<file path="src/rtl/note_sequencer.sv">
// Beat-tick sequencer for the 4-lane note datapath: pattern-RAM addressing, shifter load/shift, key judging.
// state | meaning: IDLE wait start | PRELOAD first load | PLAY | PAUSED | DRAIN flush shifters | DONE song over
module note_sequencer #(
  parameter int TICK_DIV       = 12500000,
  parameter int BEATS_PER_WORD = 4,
  parameter int SONG_LENGTH    = 128,
  parameter int ADDR_W         = 7,
  parameter int DRAIN_TICKS    = 8
) (
  input  logic              CLOCK_50,
  input  logic              reset_n,
  input  logic              start,
  input  logic              pause,
  input  logic [3:0]        key_hit,
  input  logic [3:0]        lane_now,
  output logic [ADDR_W-1:0] ram_address,
  output logic              load_en,
  output logic              shift_en,
  output logic              score_inc,
  output logic              miss_pulse,
  output logic              song_done,
  output logic [2:0]        state
);

  localparam int DIV_W = (TICK_DIV > 1) ? $clog2(TICK_DIV) : 1;
  localparam int PH_W  = (BEATS_PER_WORD > 1) ? $clog2(BEATS_PER_WORD) : 1;
  localparam int DR_W  = $clog2(DRAIN_TICKS + 1);

  localparam logic [DIV_W-1:0]  DIV_TC    = DIV_W'(TICK_DIV - 1);
  localparam logic [PH_W-1:0]   PH_TC     = PH_W'(BEATS_PER_WORD - 1);
  localparam logic [DR_W-1:0]   DR_TC     = DR_W'(DRAIN_TICKS - 1);
  localparam logic [ADDR_W-1:0] LAST_ADDR = ADDR_W'(SONG_LENGTH - 1);

  typedef enum logic [2:0] {
    S_IDLE    = 3'd0,
    S_PRELOAD = 3'd1,
    S_PLAY    = 3'd2,
    S_PAUSED  = 3'd3,
    S_DRAIN   = 3'd4,
    S_DONE    = 3'd5
  } state_t;

  state_t             st, st_nxt, resume;
  logic [DIV_W-1:0]   div, div_nxt;
  logic [PH_W-1:0]    phase, phase_nxt;
  logic [DR_W-1:0]    drain_cnt, drain_nxt;
  logic [ADDR_W-1:0]  addr_nxt;
  logic               ret_drain, ret_nxt;
  logic               hit_flag, hit_nxt, wrong_flag, wrong_nxt;
  logic               score_nxt, miss_nxt;
  logic               active, tick;
  logic               hit_now, wrong_now, hit_win, wrong_win;

  assign active    = (st == S_PLAY) || (st == S_DRAIN);
  assign tick      = active && (div == DIV_TC);
  assign shift_en  = tick;
  assign load_en   = (st == S_PRELOAD) || ((st == S_PLAY) && tick && (phase == PH_TC));
  assign song_done = (st == S_DONE);
  assign state     = st;

  always_comb begin
    st_nxt    = st;
    resume    = st;
    div_nxt   = div;
    phase_nxt = phase;
    drain_nxt = drain_cnt;
    addr_nxt  = ram_address;
    ret_nxt   = ret_drain;
    hit_nxt   = hit_flag;
    wrong_nxt = wrong_flag;
    score_nxt = 1'b0;
    miss_nxt  = 1'b0;

    hit_now   = (lane_now != 4'd0) && (key_hit == lane_now);
    wrong_now = (key_hit & ~lane_now) != 4'd0;
    hit_win   = hit_flag | hit_now;
    wrong_win = wrong_flag | wrong_now;

    if (active) begin
      div_nxt   = tick ? '0 : div + 1'b1;
      hit_nxt   = hit_win;
      wrong_nxt = wrong_win;
      if (tick) begin
        // the tick cycle's own key state still belongs to the closing window
        phase_nxt = (phase == PH_TC) ? '0 : phase + 1'b1;
        score_nxt = hit_win & ~wrong_win;
        miss_nxt  = ~(hit_win & ~wrong_win) & ((lane_now != 4'd0) | wrong_win);
        hit_nxt   = 1'b0;
        wrong_nxt = 1'b0;
      end
    end

    case (st)
      S_IDLE, S_DONE: begin
        if (start) begin
          st_nxt    = S_PRELOAD;
          div_nxt   = '0;
          phase_nxt = '0;
          drain_nxt = '0;
          addr_nxt  = '0;
          hit_nxt   = 1'b0;
          wrong_nxt = 1'b0;
        end
      end
      S_PRELOAD: begin
        if (SONG_LENGTH == 1) begin
          st_nxt = S_DRAIN;
        end else begin
          st_nxt   = S_PLAY;
          addr_nxt = ram_address + 1'b1;
        end
      end
      S_PLAY, S_DRAIN: begin
        if (st == S_PLAY && load_en) begin
          if (ram_address == LAST_ADDR) resume = S_DRAIN;
          else addr_nxt = ram_address + 1'b1;
        end
        if (st == S_DRAIN && tick) begin
          if (drain_cnt == DR_TC) resume = S_DONE;
          else drain_nxt = drain_cnt + 1'b1;
        end
        if (pause && resume != S_DONE) begin
          st_nxt  = S_PAUSED;
          ret_nxt = (resume == S_DRAIN);
        end else begin
          st_nxt = resume;
        end
      end
      S_PAUSED: begin
        if (!pause) st_nxt = ret_drain ? S_DRAIN : S_PLAY;
      end
      default: st_nxt = S_IDLE;
    endcase
  end

  always_ff @(posedge CLOCK_50 or negedge reset_n) begin
    if (!reset_n) begin
      st          <= S_IDLE;
      div         <= '0;
      phase       <= '0;
      drain_cnt   <= '0;
      ram_address <= '0;
      ret_drain   <= 1'b0;
      hit_flag    <= 1'b0;
      wrong_flag  <= 1'b0;
      score_inc   <= 1'b0;
      miss_pulse  <= 1'b0;
    end else begin
      st          <= st_nxt;
      div         <= div_nxt;
      phase       <= phase_nxt;
      drain_cnt   <= drain_nxt;
      ram_address <= addr_nxt;
      ret_drain   <= ret_nxt;
      hit_flag    <= hit_nxt;
      wrong_flag  <= wrong_nxt;
      score_inc   <= score_nxt;
      miss_pulse  <= miss_nxt;
    end
  end

endmodule

</file>
<file path="config.mk">
export PLATFORM = sky130hd
export DESIGN_NAME = note_sequencer
export DESIGN_NICKNAME = d
export VERILOG_FILES = /design/src/rtl/note_sequencer.sv
export SDC_FILE = /design/constraint.sdc
export NUM_CORES = 1
export LEC_CHECK = 0
export ABC_AREA = 1
export ABC_CLOCK_PERIOD_IN_PS = 2100
export CAP_MARGIN = 5
export CORE_UTILIZATION = 45
export DETAILED_ROUTE_END_ITERATION = 7
export MAX_ROUTING_LAYER = met4
export SLEW_MARGIN = 0
export SYNTH_ARGS = -nofsm -noshare
export SYNTH_HDL_FRONTEND = slang
export SYNTH_SLANG_ARGS = --single-unit
</file>
<file path="constraint.sdc">
create_clock -name CLOCK_50 -period 2.1 [get_ports CLOCK_50]
set_input_delay 0.42 -clock CLOCK_50 [delete_from_list [all_inputs] [get_ports CLOCK_50]]
set_output_delay 0.42 -clock CLOCK_50 [all_outputs]
set_load 0.005 [all_outputs]
</file>
==> results of run 1 <==
-- final cells by class --
class	instances	area share, %
Clock buffer	6	1.85
Multi-Input combinational cell	319	43.7
Tap cell	77	2.46
Clock inverter	2	0.255
Inverter	57	5.45
Sequential cell	45	28.8
Timing Repair Buffer	83	17.5
-- placed cells by master, fill, tap and decap left out, types with 4 or more instances in the layout --
| cell type | netlist | final |
|---|---|---|
| buf_4 | 0 | 56 |
| nand4_1 | 12 | 12 |
| a21oi_1 | 13 | 13 |
| clkbuf_8 | 0 | 5 |
| inv_2 | 11 | 11 |
| ha_1 | 8 | 7 |
| o21ai_1 | 7 | 8 |
| nor4_1 | 7 | 7 |
| nand3_1 | 31 | 31 |
| nand2_1 | 107 | 105 |
| nor2_2 | 4 | 4 |
| o21ai_0 | 11 | 10 |
| nor3_2 | 3 | 6 |
| nor3_1 | 17 | 14 |
| nand2_2 | 5 | 7 |
| inv_1 | 43 | 43 |
| a22oi_1 | 12 | 12 |
| nor2_1 | 48 | 47 |
| dfrtp_1 | 45 | 43 |
| clkdlybuf4s50_1 | 0 | 22 |
| xor2_1 | 9 | 9 |
-- report_power, final --
part	internal [mW]	leakage (nW)	switching (mW)
Combinational	0.815	1.19	1.14
Sequential	1.07	0.608	0.151
Clock	0.231	0.0450	0.301
-- cell families after synthesis --
family / Yosys count / synth area share [%]
flops: 45 / 36.7
fa+ha+maj: 8 / 3.27
simple gates: 244 / 36.7
compound gates: 56 / 11.8
xor+xnor: 11 / 3.14
buf+inv: 67 / 8.37
-- metrics by stage --
| step | power, mW | cell area [um^2] | util (%) |
|---|---|---|---|
| after detailed placement | 3.06 | 3760 | 58.2 |
| after CTS | 3.63 | 3870 | 59.9 |
| after floorplan | 2.33 | 3070 | - |
| final | 3.70 | 3920 | 60.7 |
| after global routing | 3.99 | 3920 | 60.7 |
| after global placement | 3.02 | 3760 | 58.2 |
-- routing by layer --
layer	part of all wire, %	vias to the layer above	GRT usage [%]	routed length [um]
li1	-	1571	-	-
met1	44	1444	28.7	3570
met2	50	56	45.2	4130
met3	2.9	20	3.93	238
met4	3.1	0	10.9	250
met5	0	-	-	0
-- path summary, 6_finish.rpt --
check                      slack, ns        endpoint
min in group CLOCK_50           0.50        hit_flag
max in group asynchronous       1.53        state[1]
hold / removal                  0.02  ram_address[5]
hold reg to reg                 0.50        hit_flag
setup / recovery               0.004         load_en
setup reg to reg                0.14  ram_address[6]
-- worst max-delay path, stage by stage, from the launching register on --
cell	delay [ns]
dfrtp_1	0.36
ha_2	0.18
nand2_1	0.07
nor2_1	0.11
nand3_1	0.10
nor2_2	0.16
buf_4	0.14
nand2_2	0.05
o21ai_1	0.08
buf_2	0.13
-- repair_timing --
item / CTS / global route
setup buffers: 3 / 3
resized for setup: 11 / 11
pin swaps: 3 / 4
endpoints found under the setup margin: 3 / 11
-- sequential cells by signal, indices dropped and copies added, names as in the netlist --
register,cells
hit_flag,1
ram_address,7
miss_pulse,1
div,24
wrong_flag,1
score_inc,1
phase,2
ret_drain,1
state,3
drain_cnt,4
==> impl_results.md, run 1 <==
* Diodes inserted at 0
* FF-to-FF Start: state[0]
* Most common cell in the netlist: nand2_1
* CTS hold repair buffers at 0
* Worst-path clk slew at 0.09 ns
* Initial antenna violation count at 0
* Synth warn at 0
* I/O pin cnt at 27
* Final #Nets at 531
* VDD IR max at between 0.5 and 0.6 mV
* Reg2Reg Depth at 10
* Worst-margin pin slew at 0.404 ns
* Maximum fanout along the worst path at 3
* Drt via density at 5.25
* Final setup fails at 0
* 1st-pass router iterations at 8
* CTS tree: built
* Period utilization at ~100%
* Minimum clock period at 2.10 ns
* Clk_lat worst skew at around 0.30 ns
* Syn_area_per_cell at 7.11 um^2
* Startpoint types: flip-flop
* #FFs+latches synth at 45
* Die W at 84.5 um
* CTS Root Cell: clkbuf_8
* Fillers at 602
* Port Buffer Count at 26
* Antenna Violating Nets Remaining at 0
* HP Class: input port to async pin
* Vias in the first global route at around 3100
* DP HPWL at 6360 um
* Post-synthesis cell count at 431
* Top_reg_cell synth: dfrtp_1
* Die Ht at 84.5 um
* Starting density of the core at 47.5%
* Pwr Density at 944 mW/mm^2
* Starting DRC count in detailed routing at 153
* Top cell type's share of synthesized area at a little under two fifths
* Critical path class: flip-flop to output pin
* Cells after DPL at approximately 580
* Crit end category: output pin
* Clock Sinks at 45
* CP required at about 1.7 ns
* Largest net degree at the start of global routing at 24
* DR WL/cell at roughly 14 um
* P_leak at 1.84 nW
* Core ar. at 0.00646 mm^2
* Post-route DRC at 9
* Post-synthesis sequential area ratio at between 30% and 40%
* Final GP Congestion at 0.953
* Max frequency at 477 MHz
* Non-filler cells, final at 589
* Total CTS buffers at 5
* FFs w/ async S/R, synth at 100%
* Post-synth top area cell: dfrtp_1
* Clock buffer depth at 2
* Launch point of the worst path: div[0]
* Synth cell count leaders: nand2_1 (107), nor2_1 (48), dfrtp_1 (45), inv_1 (43), nand3_1 (31)
* Setup WS pre-CTS at 0.00808 ns
* Multi-input logic area at 0.00171 mm^2
* Die area at 0.00715 mm^2
* First-pass GRT wire length at about 14000 um
* Remaining Overflow, GRT at 0
* Ratio of cells with drive above 1 in the final layout at 21.3%
* Post-synth net total at between 400 and 500
* Status: finished, violations left
* Final wirelength at about 8200 um
* RSZ-0062 raised after global routing: yes
* Crit path arrival time at roughly 1.7 ns
* H-tree depth at 2
* Storage cell area at 0.00113 mm^2
* EDFF count, synth at 0
* Area contributors post-synth: dfrtp_1 (37%), nand2_1 (13%), nor2_1 (5.9%), inv_1 (5.3%), nand3_1 (5.1%)
* Row cnt at 29
* Post-Syn Area at 0.00307 mm^2
* Tot GR Track Use at between 20% and 30%
* Area Overhead vs Synth at 28.0%
* Pins Over Slew Limit at 0
* Routed vias at 3091
* Setup ws final at around 0.0039 ns
* Max_cap viols at 0
* Yosys cell types at 37
* Setup TNS at 0 ns
* Worst clock skew at roughly 0.007 ns
* Failing checks: DRC
* Hold Fails Final Rpt at 0
* Hold slack at 0.0187 ns
* Slew margin rel. at approximately 73%
(Power assumes the default switching activity.)
==> run 2, diff against run 1 <==
- CORE_UTILIZATION: 45 -> 58
- PLACE_DENSITY: unset -> 0.8
==> impl_results.md, run 2 (synthesized netlist as in run 1, its figures left out) <==
* Crit end category: output pin
* Minimum clock period at 2.09 ns (-0.00817 ns)
* Pwr Density at 998 mW/mm^2 (+5.8%)
* Clock share of power at 20.1% (+5.7 points)
* Int Power at 2.29 mW (+8.6%)
* Die area at 0.00558 mm^2 (-22%)
* Max frequency at 479 MHz (+0.39%)
* P_leak at 1.83 nW (-0.52%)
* Port Buffer Count at 26 (unchanged)
* Die W at 74.7 um (-12%)
* Final wirelength at 8240 um (+0.56%)
* CP required at 1.68 ns (about the same)
* RSZ-0062 raised after global routing: yes
* Initial antenna violation count at 0 (unchanged)
* Row cnt at 26 (-10%)
* CTS Root Cell: clkbuf_8
* Tot Pwr at 3.92 mW (+5.9%)
* Comb power frac at 49.1% (-3.7 points)
* Switching fraction of total power at 41.5% (-1.5 points)
* Diodes inserted at 0 (unchanged)
* Tot GR Track Use at 31.9% (+6.3 points)
* Setup ws final at 0.0121 ns (+0.00817 ns)
* Commonest cells after routing, fill and taps aside: nand2_1 (102), buf_4 (47), nor2_1 (46), dfrtp_1 (44), inv_1 (43)
* Crit path arrival time at 1.67 ns (about the same)
* Worst clock skew at 0.00497 ns (-0.00212 ns)
* Non-filler cells, final at 574 (-2.5%)
* Clk_lat worst skew at 0.30 ns (about the same)
* Ratio of cells with drive above 1 in the final layout at 21.4% (+0.14 points)
* Startpoint types: flip-flop
* Slew margin rel. at 62.4% (-10 points)
* DR WL/cell at 14.4 um (+3.2%)
* Core ar. at 0.00511 mm^2 (-21%)
* H-tree depth at 2 (unchanged)
* CTS hold repair buffers at 0 (unchanged)
* Antenna Violating Nets Remaining at 0 (unchanged)
* VDD IR max at 0.473 mV (-13%)
* Commonest non-fill, non-tap cell in the layout: nand2_1
* Final setup fails at 0 (unchanged)
* Fillers at 382 (-37%)
* Largest net degree at the start of global routing at 24 (unchanged)
* DP HPWL at 6020 um (-5.4%)
* Post-route DRC at 0 (-9)
* Clock buffer depth at 2 (unchanged)
* Cells after DPL at 561 (-2.4%)
* Drt via density at 5.46 (+4.0%)
* Total CTS buffers at 5 (unchanged)
* Starting density of the core at 60.0% (+13 points)
* Critical path class: flip-flop to output pin
* Max_cap viols at 0 (unchanged)
* Remaining Overflow, GRT at 0 (unchanged)
* Maximum fanout along the worst path at 2 (-1)
* Hold Fails Final Rpt at 0 (unchanged)
* HP Class: input port to async pin
* I/O pin cnt at 27 (unchanged)
* Worst-margin pin slew at 0.559 ns (+0.156 ns)
* Final GP Congestion at 0.953 (unchanged)
* P_sw at 1.63 mW (+2.3%)
* Setup WS pre-CTS at -0.00188 ns (-0.00996 ns)
* Pins Over Slew Limit at 0 (unchanged)
* CTS tree: built
* Final #Nets at 523 (-1.5%)
* Hold slack at 0.0120 ns (-0.00669 ns)
* Clock Sinks at 45 (unchanged)
* Largest Register: div
* Area Overhead vs Synth at 28.1%
* Status: complete, no violations
* Period utilization at 99.4% (-0.39 points)
* Starting DRC count in detailed routing at 176 (+15%)
* Worst-path clk slew at 0.09 ns (about the same)
* Flop pwr share at 30.8% (-2.1 points)
* Max reg flops at 24 (unchanged)
* FF-to-FF setup slack at 0.06 ns (-0.08 ns)
* First-pass GRT wire length at 13100 um (-7.3%)
* Vias in the first global route at 3015 (-3.6%)
* Routed vias at 3134 (+1.4%)
* Largest registers: div x24, ram_address x7, drain_cnt x4
* 1st-pass router iterations at 4 (-4)
* Die Ht at 74.7 um (-12%)
==> run 2: cell types whose count changed in the layout (fill, tap and decap cells not counted), sizes merged <==
cell,previous run,this run
buf,59,51
bufinv,0,2
clkbuf,7,6
clkinv,5,4
dlygate4sd2,0,1
dlymetal6s2s,1,0
==> run 2: layout make-up <==
cell class | instances | area (um^2) | share of cell area, %
Clock buffer | 5 | 68.8 | 1.75
Clock inverter | 3 | 65.1 | 1.66
Inverter | 57 | 214 | 5.45
Multi-Input combinational cell | 319 | 1740 | 44.3
Sequential cell | 45 | 1130 | 28.7
Tap cell | 70 | 87.6 | 2.23
Timing Repair Buffer | 75 | 623 | 15.9
==> run 2: metal layers <==
layer  global-route usage (%)  wire length [um]  vias to the layer above
li1                         -                 -                     1566
met1                     35.5              3520                     1464
met2                     56.0              4210                       76
met3                     4.28               274                       28
met4                     15.7               240                        0
met5                        -                 0                        -
==> run 2: stage by stage <==
step                TNS (ns)  instance area [um^2]  util [%]
floorplan                  0                  3070         -
global placement           0                  3700      72.4
detailed placement  -0.00188                  3700      72.4
CTS                        0                  3870      75.7
global route          -0.318                  3930      76.9
finish                     0                  3930      76.9
==> run 2: critical path, stage by stage (launching register included) <==
cell	delay (ns)
dfrtp_1	0.38
ha_2	0.20
nand2_2	0.07
nor2_1	0.10
nand3_1	0.12
nor2_4	0.16
buf_6	0.12
nand2_4	0.05
o21ai_2	0.06
buf_2	0.12
==> run 2: power by group through the flow <==
| stage | sequential (mW) | combinational [mW] | clock [mW] |
|---|---|---|---|
| floorplan | 1.25 | 1.07 | 0 |
| global placement | 1.22 | 1.70 | 0 |
| CTS | 1.20 | 1.83 | 0.798 |
| detailed placement | 1.23 | 1.76 | 0 |
| global route | 1.23 | 2.10 | 0.831 |
| finish | 1.21 | 1.92 | 0.790 |
==> run 2: final timing paths <==
| kind | end | from | cells after the start |
|---|---|---|---|
| max in group asynchronous | state[2] | reset_n | 2 |
| worst min register to register | hit_flag | hit_flag | 2 |
| worst min-delay path | miss_pulse | reset_n | 1 |
| worst max-delay path | load_en | div[0] | 9 |
| min in group CLOCK_50 | hit_flag | hit_flag | 2 |
| worst max register to register | state[2] | div[0] | 16 |
==> run 2: repair_timing <==
| item | in CTS | in global routing |
|---|---|---|
| buffers inserted | 5 | 0 |
| gates resized for setup | 10 | 19 |
| pin swaps | 3 | 3 |
| endpoints found under the hold margin | 0 | 0 |
| endpoints found under the setup margin | 3 | 13 |
